==> src/rtl/cpu_types_pkg.sv <==
// Shared types for the pipeline control logic: hazard FSM states, register
// index type, the bundle of pipeline-register controls and helpers that
// evaluate the load-use and run-time control rules.
package cpu_types_pkg;

    typedef logic [4:0] regbits_t;

    typedef enum logic [1:0] {
        RUN   = 2'd0,
        DWAIT = 2'd1,
        HALT  = 2'd2
    } hz_state_t;

    // Write enable / flush for PC and the four pipeline registers.
    typedef struct packed {
        logic pc_w;
        logic ifid_w;
        logic ifid_rst;
        logic id_w;
        logic id_rst;
        logic exmem_w;
        logic exmem_rst;
        logic memwb_w;
        logic memwb_rst;
    } hz_ctrl_t;

    // Every register in reset: nothing written, every flush asserted.
    localparam hz_ctrl_t HZ_CTRL_RESET = '{
        pc_w: 1'b0, ifid_w: 1'b0, ifid_rst: 1'b1, id_w: 1'b0, id_rst: 1'b1,
        exmem_w: 1'b0, exmem_rst: 1'b1, memwb_w: 1'b0, memwb_rst: 1'b1
    };

    // A load in EX whose destination feeds the instruction in ID.
    // r0 is hard-wired to zero, so a load into it never creates a dependency.
    function automatic logic is_load_use(
        input logic     ex_load,
        input regbits_t ex_rt,
        input regbits_t id_rs,
        input regbits_t id_rt,
        input logic     id_uses_rt
    );
        return ex_load && (ex_rt != '0) &&
               ((ex_rt == id_rs) || (id_uses_rt && (ex_rt == id_rt)));
    endfunction

    // Branch flush, load-use bubble, fetch miss or free-running pipeline,
    // in that order of priority. Shared by RUN and the DWAIT exit cycle.
    function automatic hz_ctrl_t run_rules(
        input logic branch_taken,
        input logic load_use,
        input logic ihit
    );
        hz_ctrl_t c;
        c = '{
            pc_w: 1'b1, ifid_w: 1'b1, ifid_rst: 1'b0, id_w: 1'b1, id_rst: 1'b0,
            exmem_w: 1'b1, exmem_rst: 1'b0, memwb_w: 1'b1, memwb_rst: 1'b0
        };
        if (branch_taken) begin
            c.ifid_rst = 1'b1;
            c.id_rst   = 1'b1;
        end else if (load_use) begin
            c.pc_w   = 1'b0;
            c.ifid_w = 1'b0;
            c.id_rst = 1'b1;
        end else if (!ihit) begin
            c.pc_w     = 1'b0;
            c.ifid_rst = 1'b1;
        end
        return c;
    endfunction

endpackage

==> src/rtl/hazard_unit_sat_counter.sv <==
// Event counter that sticks at all-ones instead of wrapping.
module sat_counter
    import cpu_types_pkg::*;
#(
    parameter int W = 16
) (
    input  logic         CLK,
    input  logic         nRST,
    input  logic         en,
    output logic [W-1:0] cnt
);

    logic [W-1:0] cnt_q;
    logic [W-1:0] cnt_d;

    // Advance on enable unless already saturated.
    always_comb begin
        cnt_d = cnt_q;
        if (en && (cnt_q != '1)) begin
            cnt_d = cnt_q + W'(1);
        end
    end

    // Count register with synchronous clear.
    always_ff @(posedge CLK) begin
        if (!nRST) begin
            cnt_q <= '0;
        end else begin
            cnt_q <= cnt_d;
        end
    end

    assign cnt = cnt_q;

endmodule

==> src/rtl/hazard_unit.sv <==
// Pipeline control for the five-stage core: PC / pipeline-register write
// enables and flushes, data-wait and halt sequencing, stall/flush counters.
//
// state | meaning
// RUN   | normal issue; hazards resolved combinationally each cycle
// DWAIT | MEM access outstanding; pipeline frozen until dhit
// HALT  | halt retired; everything frozen until reset
module hazard_unit
    import cpu_types_pkg::*;
#(
    parameter int CNT_W = 16
) (
    input  logic             CLK,
    input  logic             nRST,
    input  logic             ihit,
    input  logic             dhit,
    input  regbits_t         id_rs,
    input  regbits_t         id_rt,
    input  logic             id_uses_rt,
    input  logic             ex_cuDRE,
    input  regbits_t         ex_rt,
    input  logic             ex_branch_taken,
    input  logic             mem_cuDRE,
    input  logic             mem_cuDWE,
    input  logic             mem_halt,
    output logic             pcW,
    output logic             ifidW,
    output logic             ifidRST,
    output logic             idW,
    output logic             idRST,
    output logic             exmemW,
    output logic             exmemRST,
    output logic             memwbW,
    output logic             memwbRST,
    output logic             halted,
    output logic [CNT_W-1:0] stall_cnt,
    output logic [CNT_W-1:0] flush_cnt
);

    hz_state_t state_q;
    hz_state_t state_d;
    hz_ctrl_t  ctl;
    logic      load_use;
    logic      stall_en;
    logic      flush_en;

    assign load_use = is_load_use(ex_cuDRE, ex_rt, id_rs, id_rt, id_uses_rt);

    // Next state, pipeline controls and counter events; reset overrides all.
    always_comb begin
        state_d  = state_q;
        ctl      = '0;
        flush_en = 1'b0;
        unique case (state_q)
            RUN: begin
                if (mem_halt) begin
                    ctl.memwb_w = 1'b1;
                    state_d     = HALT;
                end else if ((mem_cuDRE || mem_cuDWE) && !dhit) begin
                    state_d = DWAIT;
                end else begin
                    ctl      = run_rules(ex_branch_taken, load_use, ihit);
                    flush_en = ex_branch_taken;
                end
            end
            DWAIT: begin
                if (dhit) begin
                    ctl      = run_rules(ex_branch_taken, load_use, ihit);
                    flush_en = ex_branch_taken;
                    state_d  = RUN;
                end
            end
            HALT: begin
                state_d = HALT;
            end
            default: begin
                state_d = RUN;
            end
        endcase
        // A halted core is not stalling; those cycles are not counted.
        stall_en = (state_q != HALT) && !ctl.pc_w;
        if (!nRST) begin
            ctl      = HZ_CTRL_RESET;
            stall_en = 1'b0;
            flush_en = 1'b0;
            state_d  = RUN;
        end
    end

    // State register with synchronous clear.
    always_ff @(posedge CLK) begin
        if (!nRST) begin
            state_q <= RUN;
        end else begin
            state_q <= state_d;
        end
    end

    sat_counter #(.W(CNT_W)) u_stall_cnt (
        .CLK  (CLK),
        .nRST (nRST),
        .en   (stall_en),
        .cnt  (stall_cnt)
    );

    sat_counter #(.W(CNT_W)) u_flush_cnt (
        .CLK  (CLK),
        .nRST (nRST),
        .en   (flush_en),
        .cnt  (flush_cnt)
    );

    assign pcW      = ctl.pc_w;
    assign ifidW    = ctl.ifid_w;
    assign ifidRST  = ctl.ifid_rst;
    assign idW      = ctl.id_w;
    assign idRST    = ctl.id_rst;
    assign exmemW   = ctl.exmem_w;
    assign exmemRST = ctl.exmem_rst;
    assign memwbW   = ctl.memwb_w;
    assign memwbRST = ctl.memwb_rst;
    assign halted   = (state_q == HALT);

endmodule

==> config.mk <==
export PLATFORM = sky130hd
export DESIGN_NAME = hazard_unit
export DESIGN_NICKNAME = d
export VERILOG_FILES = /design/src/rtl/cpu_types_pkg.sv /design/src/rtl/hazard_unit_sat_counter.sv /design/src/rtl/hazard_unit.sv
export SDC_FILE = /design/constraint.sdc
export NUM_CORES = 1
export LEC_CHECK = 0
export CAP_MARGIN = 20
export CORE_ASPECT_RATIO = 0.75
export CORE_MARGIN = 1
export CORE_UTILIZATION = 65
export DETAILED_ROUTE_END_ITERATION = 6
export DONT_BUFFER_PORTS = 1
export PLACE_DENSITY = 0.81
export SLEW_MARGIN = 5
export SYNTH_ARGS = -nofsm -noshare
export SYNTH_HDL_FRONTEND = slang
export SYNTH_SLANG_ARGS = --single-unit
==> constraint.sdc <==
create_clock -name CLK -period 5.6 [get_ports CLK]
set_input_delay 1.12 -clock CLK [delete_from_list [all_inputs] [get_ports CLK]]
set_output_delay 1.12 -clock CLK [all_outputs]
set_load 0.05 [all_outputs]
==> run summary <==
TIMING
--------------------------------------------------------------------------------------
Unrepaired setup endpoints after global routing                                  false
Share of the clock period used by the worst path                                 65.1%
Period minus WS final                                                          3650 ps
Worst max-slew margin expressed relative to the limit                            25.7%
Number of hold violations in the final report                                        0
Total setup violations reported at the end of the flow                               0
Worst Tran Pin Value                                                           1110 ps
Clock tree skew after final layout                                             4.64 ps
Sum Neg Setup Slack                                                               0 ps
Max frequency                                                                  274 MHz
Max-slew violation count                                                             0

LOGIC SYNTHESIS
--------------------------------------------------------------------------------------
Post-synthesis register bit count                                                   34
Number of synthesized flops with an enable pin                                       0
Net Count, Synth                                                                   243
Seq/Total Area, Yosys                                                            37.0%
Synth warn                                                                           0
Count of cell types in the netlist                                                  45
Share of flip-flops with an asynchronous set or reset after synthesis               0%
Netlist area before placement                                                 1840 um2
Avg Inst Size Synth                                                           8.51 um2
Top flip-flop cell by instance count after synthesis                      sky130_fd_sc_hd__dfxtp_1
Cell count after synthesis                                                         216

PLACEMENT
--------------------------------------------------------------------------------------
Number of buffers added on ports                                                     0
Placed cell area                                                              1840 um2
Placer Congestion                                                                0.799
Half-perimeter wire length of the detailed placement result                    3.16 mm

PWR
--------------------------------------------------------------------------------------
Static Leakage                                                                0.665 nW
Power per unit of standard cell area                                        257 nW/um2
Worst IR drop on VDD                                                            194 uV

ROUTE
--------------------------------------------------------------------------------------
WL per Instance                                                                16.9 um
First DRT Iteration DRCs                                                           117
Number of antenna-violating nets in the routed design                                0
First-pass iteration count of the detailed router                                    4
Routed wire length                                                             4.29 mm
Vias per inst                                                                     6.39
Vias                                                                              1616
Residual DRC count                                                                   0

DIE
--------------------------------------------------------------------------------------
Die Y                                                                          48.1 um
Die outline width                                                              63.4 um
Effective utilization at floorplan                                               69.6%
Core ar.                                                                      2640 um2
Count of pins on the block boundary                                                 67
Row cnt                                                                             16
Die Area                                                                      3050 um2

WORST SETUP PATH
--------------------------------------------------------------------------------------
Crit path kind                                                                  in2out
Worst EP arrival                                                               2530 ps
Library cell contributing the largest single delay on the critical path   sky130_fd_sc_hd__or4_1
Worst Setup End Kind                                                      primary output
Sum of buffers and inverters on the critical path                                    1
Kind of start point of the critical path                                    input port
Max Fanout on Critical Path                                                          4
Slowest Stage Delay on Critical Path                                            510 ps
Crit path max-delay family                                                simple AND/OR/NAND/NOR gates
Worst path required time                                                       4480 ps
Critical path cell sequence                                               or4_1, o21ai_1, nand2b_1, a21oi_1, nor3_1, buf_4

LAYOUT
--------------------------------------------------------------------------------------
Number of inserted diodes                                                            0
Layout overhead on the synthesized area                                          5.51%
Ratio of cells with drive above 1 in the final layout                            10.1%
Most common library cell in the layout ignoring fill and taps             sky130_fd_sc_hd__dfxtp_1
Net count of the finished layout                                                   243
Fin area                                                                      1940 um2
Most used cells in the layout excluding fill and tap cells                sky130_fd_sc_hd__dfxtp_1 (34), sky130_fd_sc_hd__nor2_1 (30), sky130_fd_sc_hd__nand2_1 (18)
End-of-flow core utilization                                                     73.4%

GLOBAL ROUTING
--------------------------------------------------------------------------------------
Global-route congestion overflow total                                               0
Wire length of the first global-routing pass                                   6.42 mm
Number of global-route vias before repair                                         1448
Antenna violations before repair                                                     0
Overall fraction of global-route tracks in use                                   28.5%
Largest net degree at the start of global routing                                   32

CTS
--------------------------------------------------------------------------------------
Root buffer selected by CTS                                               sky130_fd_sc_hd__clkbuf_8
Maximum clock insertion buffer count                                                 2
Setup Buffers After CTS                                                              0
Quantity of hold-fixing buffers added after cts                                      0
CTS buffer count                                                                     5
Clock tree sinks                                                                    34
Number of levels in the clock H-tree                                                 2
Clock tree from TritonCTS                                                         done
Post_cts resized                                                                     0
Clock latency of the later-clocked register in the worst-skew pair              280 ps
Register clock-pin slew on the reported worst setup and hold paths               70 ps

FLOW RUN
--------------------------------------------------------------------------------------
Maximum Capacitance Violations                                                       0

OUTCOME
--------------------------------------------------------------------------------------
Outcome                                                                   complete, no violations

HOLD PATH
--------------------------------------------------------------------------------------
Class of the most critical hold timing path                                    reg2reg

==> routing by layer <==
metal  vias to the layer above  routed length (um)  GRT usage, %
met5                         -                   0             0
met4                         0                  77          13.6
met3                         9                 429          8.81
met2                        90                2040          50.2
met1                       751                1740          33.0
li1                        766                   -             -
==> worst min-delay path, cell delays in order, from the launching register on <==
cell	delay [ps]
sky130_fd_sc_hd__dfxtp_1	310
sky130_fd_sc_hd__nor2_1	110
sky130_fd_sc_hd__nor3_1	50
==> final timing paths <==
path         slack (ps)                       startpoint  cells past startpoint                               to
max                1950                         ex_rt[1]                      6                              pcW
min                 520          state_q[1]$_SDFFE_PN0P_                      2          state_q[1]$_SDFFE_PN0P_
max reg2reg        2950  u_flush_cnt.cnt[0]$_SDFFE_PN0P_                      8  u_flush_cnt.cnt[5]$_SDFFE_PN0P_
min reg2reg         520          state_q[1]$_SDFFE_PN0P_                      2          state_q[1]$_SDFFE_PN0P_
==> cell usage after synthesis, types with 2 or more instances <==
cell type,number,area share [%]
sky130_fd_sc_hd__dfxtp_1,34,37
sky130_fd_sc_hd__nor2_1,30,6.1
sky130_fd_sc_hd__nand2_1,18,3.7
sky130_fd_sc_hd__xnor2_1,16,7.6
sky130_fd_sc_hd__nand4_1,12,4.1
sky130_fd_sc_hd__a21oi_1,11,3.0
sky130_fd_sc_hd__nand3_1,11,3.0
sky130_fd_sc_hd__xor2_1,11,5.2
sky130_fd_sc_hd__o21ai_0,7,1.9
sky130_fd_sc_hd__or3_1,5,1.7
sky130_fd_sc_hd__buf_2,4,1.1
sky130_fd_sc_hd__and3_1,3,1.0
sky130_fd_sc_hd__and4_1,3,1.4
sky130_fd_sc_hd__clkbuf_1,3,0.61
sky130_fd_sc_hd__inv_1,3,0.61
sky130_fd_sc_hd__mux2i_1,3,1.6
sky130_fd_sc_hd__nor3_1,3,0.82
sky130_fd_sc_hd__o211ai_1,3,1.2
sky130_fd_sc_hd__buf_4,2,0.82
sky130_fd_sc_hd__buf_6,2,1.2
sky130_fd_sc_hd__ha_1,2,1.4
sky130_fd_sc_hd__nand2b_1,2,0.68
sky130_fd_sc_hd__nand3b_1,2,0.82
sky130_fd_sc_hd__o21ai_1,2,0.54
sky130_fd_sc_hd__o311ai_0,2,0.95
sky130_fd_sc_hd__o31ai_1,2,0.82
sky130_fd_sc_hd__o41ai_1,2,0.95
==> where the power goes <==
part | leakage, nW | internal [W] | switching, W
Combinational | 0.344 | 0.0000171 | 0.0000376
Clock | 0.0472 | 0.0000988 | 0.0000893
Sequential | 0.274 | 0.000244 | 0.0000104
Total | 0.665 | 0.000360 | 0.000137
==> cell type report <==
type	count	area, um2
clock buffer	6	82.6
fill	207	703
inverter	3	11.3
multi-input combinational	168	1080
sequential	34	681
clock inverter	2	12.5
timing repair buffer	4	30.0
tap	36	45.0
==> per-stage QoR <==
stage          std cells  worst slack [ps]  hold WS (ps)  total power [W]
2_1_floorplan        216              1390           468         0.000310
3_3_place_gp         245              2070           479         0.000312
3_5_place_dp         245              1970           506         0.000314
4_1_cts              253              1970           518         0.000501
5_1_grt              253              1860           585         0.000516
6_report             253              1950           522         0.000498
==> logic make-up after synthesis <==
logic type / count (synthesis) / synth area share, %
AOI/OAI and AO/OA: 37 / 14.4
xor gates and xnor gates: 27 / 12.9
adders and majority gates: 2 / 1.36
buffers and inverters: 14 / 4.36
DFF: 34 / 37.0
muxes: 3 / 1.63
and+or+nand+nor: 99 / 28.3
==> registers in the layout (all words and copies together) (netlist names) <==
register         count
u_flush_cnt.cnt     16
u_stall_cnt.cnt     16
state_q              2
Note: power is estimated with default switching activity, not from simulation.
